--- src/rtl/encoder_8_to_3_seq_if.sv ---
// Request/grant bundle for the registered 8-to-3 priority encoder.
// master = request source and code consumer, slave = encoder.
interface encoder_8_to_3_seq_if;
    logic       d0, d1, d2, d3, d4, d5, d6, d7;
    logic       ack;
    logic       x, y, z;
    logic       valid;
    logic [7:0] pending;

    modport master (
        output d0, d1, d2, d3, d4, d5, d6, d7, ack,
        input  x, y, z, valid, pending
    );

    modport slave (
        input  d0, d1, d2, d3, d4, d5, d6, d7, ack,
        output x, y, z, valid, pending
    );
endinterface

--- src/rtl/encoder_8_to_3_seq.sv ---
// Latches request pulses and presents the highest-priority pending index as {x,y,z}.
// Latency: 2 edges from request pulse to valid; at least one idle cycle between grants.
// Backpressure: the code holds with valid=1 until ack; requests keep accumulating meanwhile.
module encoder_8_to_3_seq #(
    parameter bit PRIORITY_HIGH = 1'b1
) (
    input  logic                 clk,
    input  logic                 rst_n,
    encoder_8_to_3_seq_if.slave  bus
);

    typedef enum logic {
        IDLE  = 1'b0,
        GRANT = 1'b1
    } state_t;

    state_t     state_q, state_d;
    logic [7:0] pend_q, pend_d;
    logic [7:0] req_vec;
    logic [7:0] clr;
    logic [2:0] code_q, code_d;
    logic [2:0] sel_idx;
    logic       valid_q, valid_d;

    assign req_vec = {bus.d7, bus.d6, bus.d5, bus.d4, bus.d3, bus.d2, bus.d1, bus.d0};

    // Selection looks at the registered pending bits, never the raw request lines.
    always_comb begin
        sel_idx = 3'd0;
        for (int i = 0; i < 8; i++) begin
            if (PRIORITY_HIGH) begin
                if (pend_q[i]) sel_idx = 3'(i);
            end else begin
                if (pend_q[7-i]) sel_idx = 3'(7 - i);
            end
        end
    end

    always_comb begin
        state_d = state_q;
        code_d  = code_q;
        valid_d = valid_q;
        clr     = 8'h00;
        case (state_q)
            IDLE: begin
                if (|pend_q) begin
                    state_d = GRANT;
                    code_d  = sel_idx;
                    valid_d = 1'b1;
                end
            end
            GRANT: begin
                if (bus.ack) begin
                    clr     = 8'd1 << code_q;
                    state_d = IDLE;
                    valid_d = 1'b0;
                end
            end
            default: begin
                state_d = IDLE;
                valid_d = 1'b0;
            end
        endcase
    end

    // A new request on the clearing edge wins, so the line is granted again later.
    assign pend_d = req_vec | (pend_q & ~clr);

    always_ff @(posedge clk or negedge rst_n) begin
        if (!rst_n) begin
            state_q <= IDLE;
            pend_q  <= 8'h00;
            code_q  <= 3'd0;
            valid_q <= 1'b0;
        end else begin
            state_q <= state_d;
            pend_q  <= pend_d;
            code_q  <= code_d;
            valid_q <= valid_d;
        end
    end

    assign bus.x       = code_q[2];
    assign bus.y       = code_q[1];
    assign bus.z       = code_q[0];
    assign bus.valid   = valid_q;
    assign bus.pending = pend_q;

endmodule

--- src/flat_wrapper.sv ---
// flat-port wrapper written by rule: the top's interface ports become plain ports
module encoder_8_to_3_seq_flat 
#(
    parameter bit PRIORITY_HIGH = 1'b1
)
  (clk, rst_n, bus_d0, bus_d1, bus_d2, bus_d3, bus_d4, bus_d5, bus_d6, bus_d7, bus_ack, bus_x, bus_y, bus_z, bus_valid, bus_pending);
  encoder_8_to_3_seq_if bus_i ();
  input  logic clk;
  input  logic rst_n;
  input wire logic [$bits(bus_i.d0)-1:0] bus_d0;
  input wire logic [$bits(bus_i.d1)-1:0] bus_d1;
  input wire logic [$bits(bus_i.d2)-1:0] bus_d2;
  input wire logic [$bits(bus_i.d3)-1:0] bus_d3;
  input wire logic [$bits(bus_i.d4)-1:0] bus_d4;
  input wire logic [$bits(bus_i.d5)-1:0] bus_d5;
  input wire logic [$bits(bus_i.d6)-1:0] bus_d6;
  input wire logic [$bits(bus_i.d7)-1:0] bus_d7;
  input wire logic [$bits(bus_i.ack)-1:0] bus_ack;
  output wire logic [$bits(bus_i.x)-1:0] bus_x;
  output wire logic [$bits(bus_i.y)-1:0] bus_y;
  output wire logic [$bits(bus_i.z)-1:0] bus_z;
  output wire logic [$bits(bus_i.valid)-1:0] bus_valid;
  output wire logic [$bits(bus_i.pending)-1:0] bus_pending;
  assign bus_i.d0 = bus_d0;
  assign bus_i.d1 = bus_d1;
  assign bus_i.d2 = bus_d2;
  assign bus_i.d3 = bus_d3;
  assign bus_i.d4 = bus_d4;
  assign bus_i.d5 = bus_d5;
  assign bus_i.d6 = bus_d6;
  assign bus_i.d7 = bus_d7;
  assign bus_i.ack = bus_ack;
  assign bus_x = bus_i.x;
  assign bus_y = bus_i.y;
  assign bus_z = bus_i.z;
  assign bus_valid = bus_i.valid;
  assign bus_pending = bus_i.pending;
  encoder_8_to_3_seq #(.PRIORITY_HIGH(PRIORITY_HIGH)) u_core (.clk(clk), .rst_n(rst_n), .bus(bus_i));
endmodule
--- config.mk ---
export PLATFORM = sky130hd
export DESIGN_NAME = encoder_8_to_3_seq_flat
export DESIGN_NICKNAME = d
export VERILOG_FILES = /design/src/rtl/encoder_8_to_3_seq_if.sv /design/src/rtl/encoder_8_to_3_seq.sv /design/src/flat_wrapper.sv
export SDC_FILE = /design/constraint.sdc
export NUM_CORES = 1
export LEC_CHECK = 0
export BUFFER_PORTS_ARGS = -buffer_cell sky130_fd_sc_hd__buf_2
export CORE_MARGIN = 1
export CORE_UTILIZATION = 45
export DETAILED_ROUTE_END_ITERATION = 8
export GPL_TIMING_DRIVEN = 0
export PLACE_DENSITY = 0.86
export SETUP_SLACK_MARGIN = 0.02
export SKIP_LAST_GASP = 1
export SLEW_MARGIN = 25
export SYNTH_ARGS = -nofsm -noshare
export SYNTH_HDL_FRONTEND = slang
export SYNTH_SLANG_ARGS = --single-unit
--- constraint.sdc ---
create_clock -name clk -period 1.6 [get_ports clk]
set_clock_uncertainty 0.2 [all_clocks]
set_input_delay 0.08 -clock clk [delete_from_list [all_inputs] [get_ports clk]]
set_output_delay 0.08 -clock clk [all_outputs]
set_load 0.1 [all_outputs]
# --- Word-level counts from Yosys, hierarchy flattened ---
# Cells that the tools add are included.
word_totals:
  regBits: 13
  in_bits: 11
  out_inout_bits: 12
  wordCells: 29
classes:
  eq_ne: 2
  shift: 1
  n_mux: 15
  bitwise: 4
  reduce_logical: 3
op_table:
  columns: ["cell", "count"]
  rows:
  - ["3-bit 2-to-1 mux", 6]
  - ["8-bit 2-to-1 mux", 2]
  - ["8-bit AND", 1]
  - ["8-bit inverter", 1]
  - ["8-bit bitwise OR", 1]
  - ["8-bit OR reduction", 1]
  - ["1-bit by 3-bit << shifter with 8-bit output, first input constant", 1]
  - ["1-bit 2-to-1 mux", 5]
  - ["1-bit one-hot mux with 2 select lines", 2]
  - ["2-bit AND reduction", 2]
  - ["2-bit by 1-bit != test with 1-bit output, second input constant", 1]
  - ["2-bit != test, second input constant", 1]
  - ["1-bit inverter", 1]

# --- Depth between registers and ports, before layout ---
# Gate-level depths: netlist of the first run.
depth:
  depth_word: 7
  ltp_mapped: 4
  mapped_depth_nobuf: 4

# --- Least setup slack after synthesis of the first run ---
# OpenSTA, ideal clock, no wires.
synth_timing:
  path_kind: "reg-to-reg"
  startpoint: "reg u_core.pend_q[6] (netlist: u_core.bus.pending[6])"
  endpoint: "reg u_core.code_q[0]"
  setup_ns: 0.121
  t_arrival_ns: 1.621
  required_time_ns: 1.279
  slack_ns: -0.342
  path_stages_with_launch: 5
  n_path_buf: 0
  period_less_slack_ns: 1.942
  cell_sequence: "dfrtp_1 > nor4_4 > a21oi_2 > o311ai_1 > o21a_1"
synth_via:
  elab_chain_len: 2
  elab_cells_between_ends: 4
  classes_between: "mux (2); reduce/logical (2)"
synth_rtl:
  columns: ["item", "line_no", "text"]
  rows:
  - ["start: declaration", "encoder_8_to_3_seq.sv:18", "logic [7:0] pend_q, pend_d;"]
  - ["start signal: assignment", "encoder_8_to_3_seq.sv:77", "pend_q <= pend_d;"]
  - ["8-bit OR reduction or 3-bit 2-to-1 mux (tied branches)", "encoder_8_to_3_seq.sv:46, encoder_8_to_3_seq.sv:32", null]
  - ["2-bit AND reduction (no line) or 3-bit 2-to-1 mux (tied branches)", null, null]
  - ["end signal: assignment", "encoder_8_to_3_seq.sv:78", "code_q <= code_d;"]
  - ["end: declaration", "encoder_8_to_3_seq.sv:21", "logic [2:0] code_q, code_d;"]
# Several ways; a longest one is shown, not always the timed one.
# A chain may end at the register's enable or synchronous reset.

# --- Final worst setup path of the first run ---
layout_timing:
  startpoint: "reg u_core.pend_q[3] (netlist: u_core.bus.pending[3])"
  endpoint: "reg u_core.state_q"
layout_via:
  elab_chain_len: 3
layout_rtl:
  columns: ["item", "line_no", "text"]
  rows:
  - ["8-bit OR reduction", "encoder_8_to_3_seq.sv:46", "if (|pend_q) begin"]
  - ["1-bit 2-to-1 mux", "encoder_8_to_3_seq.sv:46", null]
  - ["1-bit one-hot mux with 2 select lines", "encoder_8_to_3_seq.sv:44", "case (state_q)"]
  - ["named net u_core.state_d", "encoder_8_to_3_seq.sv:17", "state_t state_q, state_d;"]
  - ["end signal: assignment", "encoder_8_to_3_seq.sv:76", "state_q <= state_d;"]
  - ["end: declaration", "encoder_8_to_3_seq.sv:17", null]
# The timed path passes the listed nets, and every way through them passes these cells.

==> results.toml, run 1 <==
[run_status]
outcome = "completed"

[routing]
ant_nets = 0
first_pass_iters = 4
finalWirelength_um = 1270
drc = 0
vias = 550
viasPerCell = 5.29
drtIter0Drc = 11
wl_per_cell_um = 12.2

[critical_path]
crit_buf_inv = 0
cp.arrival_ns = 1.46
cp_slowest_cell = "dfrtp_4"
crit_cells = 3
r2r_slack_ns = 0.11
startpoint_type = "flop"
r2r-end = "u_core.state_q"
rr_startpoint = "u_core.bus.pending[3]"
slowest_delay_ns = 0.51
path_class = "reg -> reg"
cp.required_ns = 1.57
cp_max_fo = 6
crit_chain = "nor4_4 > a21oi_2 > a21o_2"
worstSetupEndpoint = "u_core.state_q"
startpoint = "u_core.bus.pending[3]"
endpoint_kind = "flop"
ff2ff_path_depth = 3
cp_top_family = "flip-flops"

[clock_tree]
clk_latency_ns = 0.27
tritoncts = "built"
post-cts-setup-buffers = 0
cts-htree-levels = 1
cts_buffer_depth = 2
cts_buffers = 3
cts_root_buf = "clkbuf_4"
path_clk_slew_ns = 0.07
cts.sinks = 13

[sta]
fin_tns_setup_ns = 0
setup_violations = 0
relSlewSlack_pct = 67.7
fmax_mhz = 671
rsz0062_at_grt = "no"
min_period_ns = 1.49
worst_pin_slew_ns = 0.488
finalCritPeriodShare_pct = 93.2
hold_viol = 0
drv_slew = 0

[synthesis]
syn_nets = 65
synth_cell_types = 16
yosys-top-cells-area = "dfrtp_1 55%, nand2b_1 11%, o21ai_0 7.7%, nor4_4 7.2%, a21oi_1 2.6%"
synth_top_cell_area_share_pct = 55.3
synthesis.instances = 54
netlist_area_um2 = 588
ys_ff_latch = 13
yosysSeqAreaShare_pct = 55.3
syn_avg_cell_area_um2 = 10.9
yosys_warnings = 0
synth_top_cell_by_area = "dfrtp_1"

[run]
max_cap_violations = 0

[floorplanning]
std_cell_rows = 12
top_level_ports = 23
die_h_um = 38.2
coreArea_um2 = 1160
start_util_pct = 50.9
die-area_um2 = 1460
die_x_um = 38.2

[global_route]
grt_usage_pct = 21.3
antenna_found_initial = 0
grt_first_pass_wirelength_um = 2030
grt_max_degree = 14
grt_overflow = 0
grt_pass1_vias = 497

[pwr]
switchingPower_uw = 714
switching_share_pct = 52.8
pwr-share-seq_pct = 36.8
p_int_uw = 638
power_frac_comb_pct = 48.6
p_leak_nw = 0.363
p_clk_share_pct = 14.6
cellPowerDensity_nw_per_um2 = 1570
ir_drop_v = 0.000973

[final_layout]
diodes = 0
final_common_cell = "buf_2"
syn_to_final_growth_pct = 46.4
num-nets-final = 102
final_cell_mix = "22 x buf_2, 10 x nand2b_1, 10 x dlygate4sd3_1"
fill_cells = 80
layout-drive-gt1-share_pct = 44.4
layout.cells.non_filler = 104

[place]
io_buffers = 22
numPlacedInstances = 90
routabilityCongestion = 0.795

[hold_path]
hold_path.class = "in -> async"
-- area by class of cell --
| class | instances | area (µm²) | area share, % |
|---|---|---|---|
| Inverter | 3 | 11.3 | 1.31 |
| Tap cell | 14 | 17.5 | 2.03 |
| Timing Repair Buffer | 32 | 210 | 24.4 |
| Sequential cell | 13 | 344 | 40.0 |
| Clock buffer | 4 | 26.3 | 3.05 |
| Multi-Input combinational cell | 38 | 251 | 29.2 |
-- through the flow --
step	hold slack, ns	util, %	power (mW)	worst slack (ns)	instance area (µm²)
floorplan	-0.416	-	1.02	0.000446	607
global placement	-0.223	63.5	1.13	0.146	734
detailed placement	-0.226	63.5	1.15	0.118	734
CTS	0.0204	74.5	1.36	0.103	861
global route	0.0379	74.5	1.42	0.0554	861
finish	0.0259	74.5	1.35	0.109	861
-- state kept, by name, indices dropped and copies added, names as in the netlist --
signal and count:
u_core.code_q 3, u_core.bus.pending 8, u_core.state_q 1, u_core.bus.valid 1
-- kinds of logic (layout without fill, tap and decap cells) --
logic type,after synthesis,after routing,synth area share [%]
AO/OA/AOI/OAI,19,19,19.6
buffers and inverters,3,39,1.91
flip-flops,13,13,55.3
AND/OR/NAND/NOR,19,19,23.2
-- cell usage after synthesis --
cell type	number
a31oi_1	1
nor2_1	4
a21oi_2	1
inv_1	3
a21oi_1	3
o31ai_1	2
nand2_1	1
o311ai_1	1
dfrtp_1	13
nor4_4	2
o21a_1	1
nand3b_1	1
a21o_2	1
nand3_1	1
o21ai_0	9
nand2b_1	10
-- worst min path at each step --
stage / start / endpoint / cells after the start
after detailed placement: rst_n / u_core.bus.valid / 1
after CTS: rst_n / u_core.bus.pending[3] / 2
after floorplan: rst_n / u_core.bus.pending[0] / 0
after global placement: rst_n / u_core.bus.valid / 1
final: rst_n / u_core.bus.valid / 2
after global routing: rst_n / u_core.code_q[2] / 2
-- power by group through the flow --
stage | clock network [mW] | registers [mW] | logic [mW]
after detailed placement | 0 | 0.507 | 0.641
after CTS | 0.199 | 0.500 | 0.660
final | 0.198 | 0.498 | 0.657
after global routing | 0.218 | 0.515 | 0.690
after floorplan | 0 | 0.892 | 0.131
after global placement | 0 | 0.499 | 0.630
-- repair_timing --
action	4_1_cts	5_1_grt
resized for setup	0	0
endpoints found under the hold margin	23	0
hold buffers	10	0
-- per-layer routing --
| metal | track usage (%) | share of wire [%] | up-vias |
|---|---|---|---|
| met4 | 13.4 | 2.0 | 0 |
| li1 | - | - | 265 |
| met2 | 36.9 | 49 | 21 |
| met5 | 0 | 0 | - |
| met1 | 24.1 | 43 | 259 |
| met3 | 3.49 | 5.3 | 5 |
-- worst register-to-register path: cells and delay by family, from the launching register on --
kind            cells  cell delay, ns
compound gates      2            0.35
flops               1            0.51
simple gates        1            0.33
(Power assumes the default switching activity.)
==> run 2, diff against run 1 <==
--- a/config.mk
+++ b/config.mk
@@ -10,7 +10,7 @@
 export CORE_UTILIZATION = 45
 export DETAILED_ROUTE_END_ITERATION = 8
 export GPL_TIMING_DRIVEN = 0
-export PLACE_DENSITY = 0.86
+export PLACE_DENSITY = 0.85
 export SETUP_SLACK_MARGIN = 0.02
 export SKIP_LAST_GASP = 1
 export SLEW_MARGIN = 25
==> results.toml, run 2 (synthesis results as in run 1) <==
[run_status]
outcome = "completed"

[sta]
min_period_ns = 1.46
finalCritPeriodShare_pct = 91.3
fin_tns_setup_ns = 0
setup_violations = 0
rsz0062_at_grt = "no"
relSlewSlack_pct = 67.9
hold_viol = 0
fmax_mhz = 684
drv_slew = 0
worst_pin_slew_ns = 0.484
hold_slack_ns = 0.00420

[critical_path]
r2r-end = "u_core.code_q[0]"
cp_top_family = "flip-flops"
path_class = "reg -> out"
crit_chain = "buf_2"
cp.arrival_ns = 1.18
cp.required_ns = 1.32
cp_slowest_cell = "dfrtp_4"
slowest_delay_ns = 0.46
startpoint_type = "flop"
rr_startpoint = "u_core.bus.pending[7]"
ff2ff_path_depth = 4
crit_buf_inv = 1
endpoint_kind = "output pin"
r2r_slack_ns = 0.17
cp_max_fo = 6

[floorplanning]
die_h_um = 38.2
die_x_um = 38.2
die-area_um2 = 1460
coreArea_um2 = 1160
top_level_ports = 23
std_cell_rows = 12
start_util_pct = 50.9

[clock_tree]
path_clk_slew_ns = 0.08
clk_latency_ns = 0.28
post-cts-setup-buffers = 0
cts.sinks = 13
cts-htree-levels = 1
cts_buffers = 3
tritoncts = "built"
cts_buffer_depth = 2
cts_root_buf = "clkbuf_4"

[routing]
vias = 525
wl_per_cell_um = 12.0
drtIter0Drc = 15
viasPerCell = 5.05
finalWirelength_um = 1250
ant_nets = 0
first_pass_iters = 4
drc = 0

[place]
io_buffers = 22
post-dp-hpwl_um = 822
numPlacedInstances = 90
routabilityCongestion = 0.829

[final_layout]
finish.utilization_pct = 75.1
layout.cells.non_filler = 104
layout-drive-gt1-share_pct = 44.4
final_cell_mix = "22 x buf_2, 10 x nand2b_1, 10 x dlygate4sd3_1"
final_common_cell = "buf_2"
syn_to_final_growth_pct = 47.7
diodes = 0
largest_reg_flops = 8
num-nets-final = 102

[global_route]
antenna_found_initial = 0
grt_usage_pct = 21.2
grt_max_degree = 14
grt_overflow = 0
grt_first_pass_wirelength_um = 1990
grt_pass1_vias = 495

[pwr]
ir_drop_v = 0.000884
cellPowerDensity_nw_per_um2 = 1570
p_leak_nw = 0.364

[hold_path]
hold_path.class = "in -> async"

[run]
max_cap_violations = 0
[run 2: changes by cell type in the layout (fill, tap and decap cells not counted)]
cell | previous run | this run
a21oi_2 | 1 | 0
a21oi_4 | 0 | 1
[run 2: power by group]
group          internal [mW]  switching (mW)
logic                  0.139           0.517
clock network         0.0968           0.108
registers              0.408          0.0981
[run 2: metrics by stage]
step	setup slack, ns	cell area [µm²]	power (mW)
floorplan	0.000446	607	1.02
global placement	0.139	734	1.13
detailed placement	0.133	734	1.14
CTS	0.117	861	1.36
global route	0.0653	868	1.44
finish	0.139	868	1.37
[run 2: per-layer routing]
metal | vias up | share of wire, % | global-route usage (%)
met1 | 232 | 45 | 23.8
met5 | - | 0 | 0
met4 | 0 | 3.8 | 16.1
li1 | 263 | - | -
met3 | 7 | 4.6 | 3.49
met2 | 23 | 47 | 35.6
[run 2: worst max path at each step]
stage                          startpoint               end  slack [ns]  depth (start not counted)
finish              u_core.bus.pending[6]    bus_pending[6]        0.14                          1
floorplan           u_core.bus.pending[2]  u_core.code_q[0]      0.0004                          4
global route        u_core.bus.pending[7]  u_core.code_q[0]        0.07                          4
global placement    u_core.bus.pending[3]  u_core.code_q[0]        0.14                          4
detailed placement  u_core.bus.pending[3]  u_core.code_q[0]        0.13                          4
CTS                 u_core.bus.pending[3]  u_core.code_q[0]        0.12                          4
[run 2: timing repair]
action | in CTS | in global routing
resized for setup | 0 | 1
setup endpoints to repair | 0 | 1
hold buffers | 10 | 0
endpoints found under the hold margin | 23 | 0
[run 2: final cells by class]
cell class,count,area [µm²]
Sequential cell,13,344
Fill cell,88,288
Multi-Input combinational cell,38,259
Timing Repair Buffer,32,210
Clock buffer,4,26.3
Tap cell,14,17.5
Inverter,3,11.3
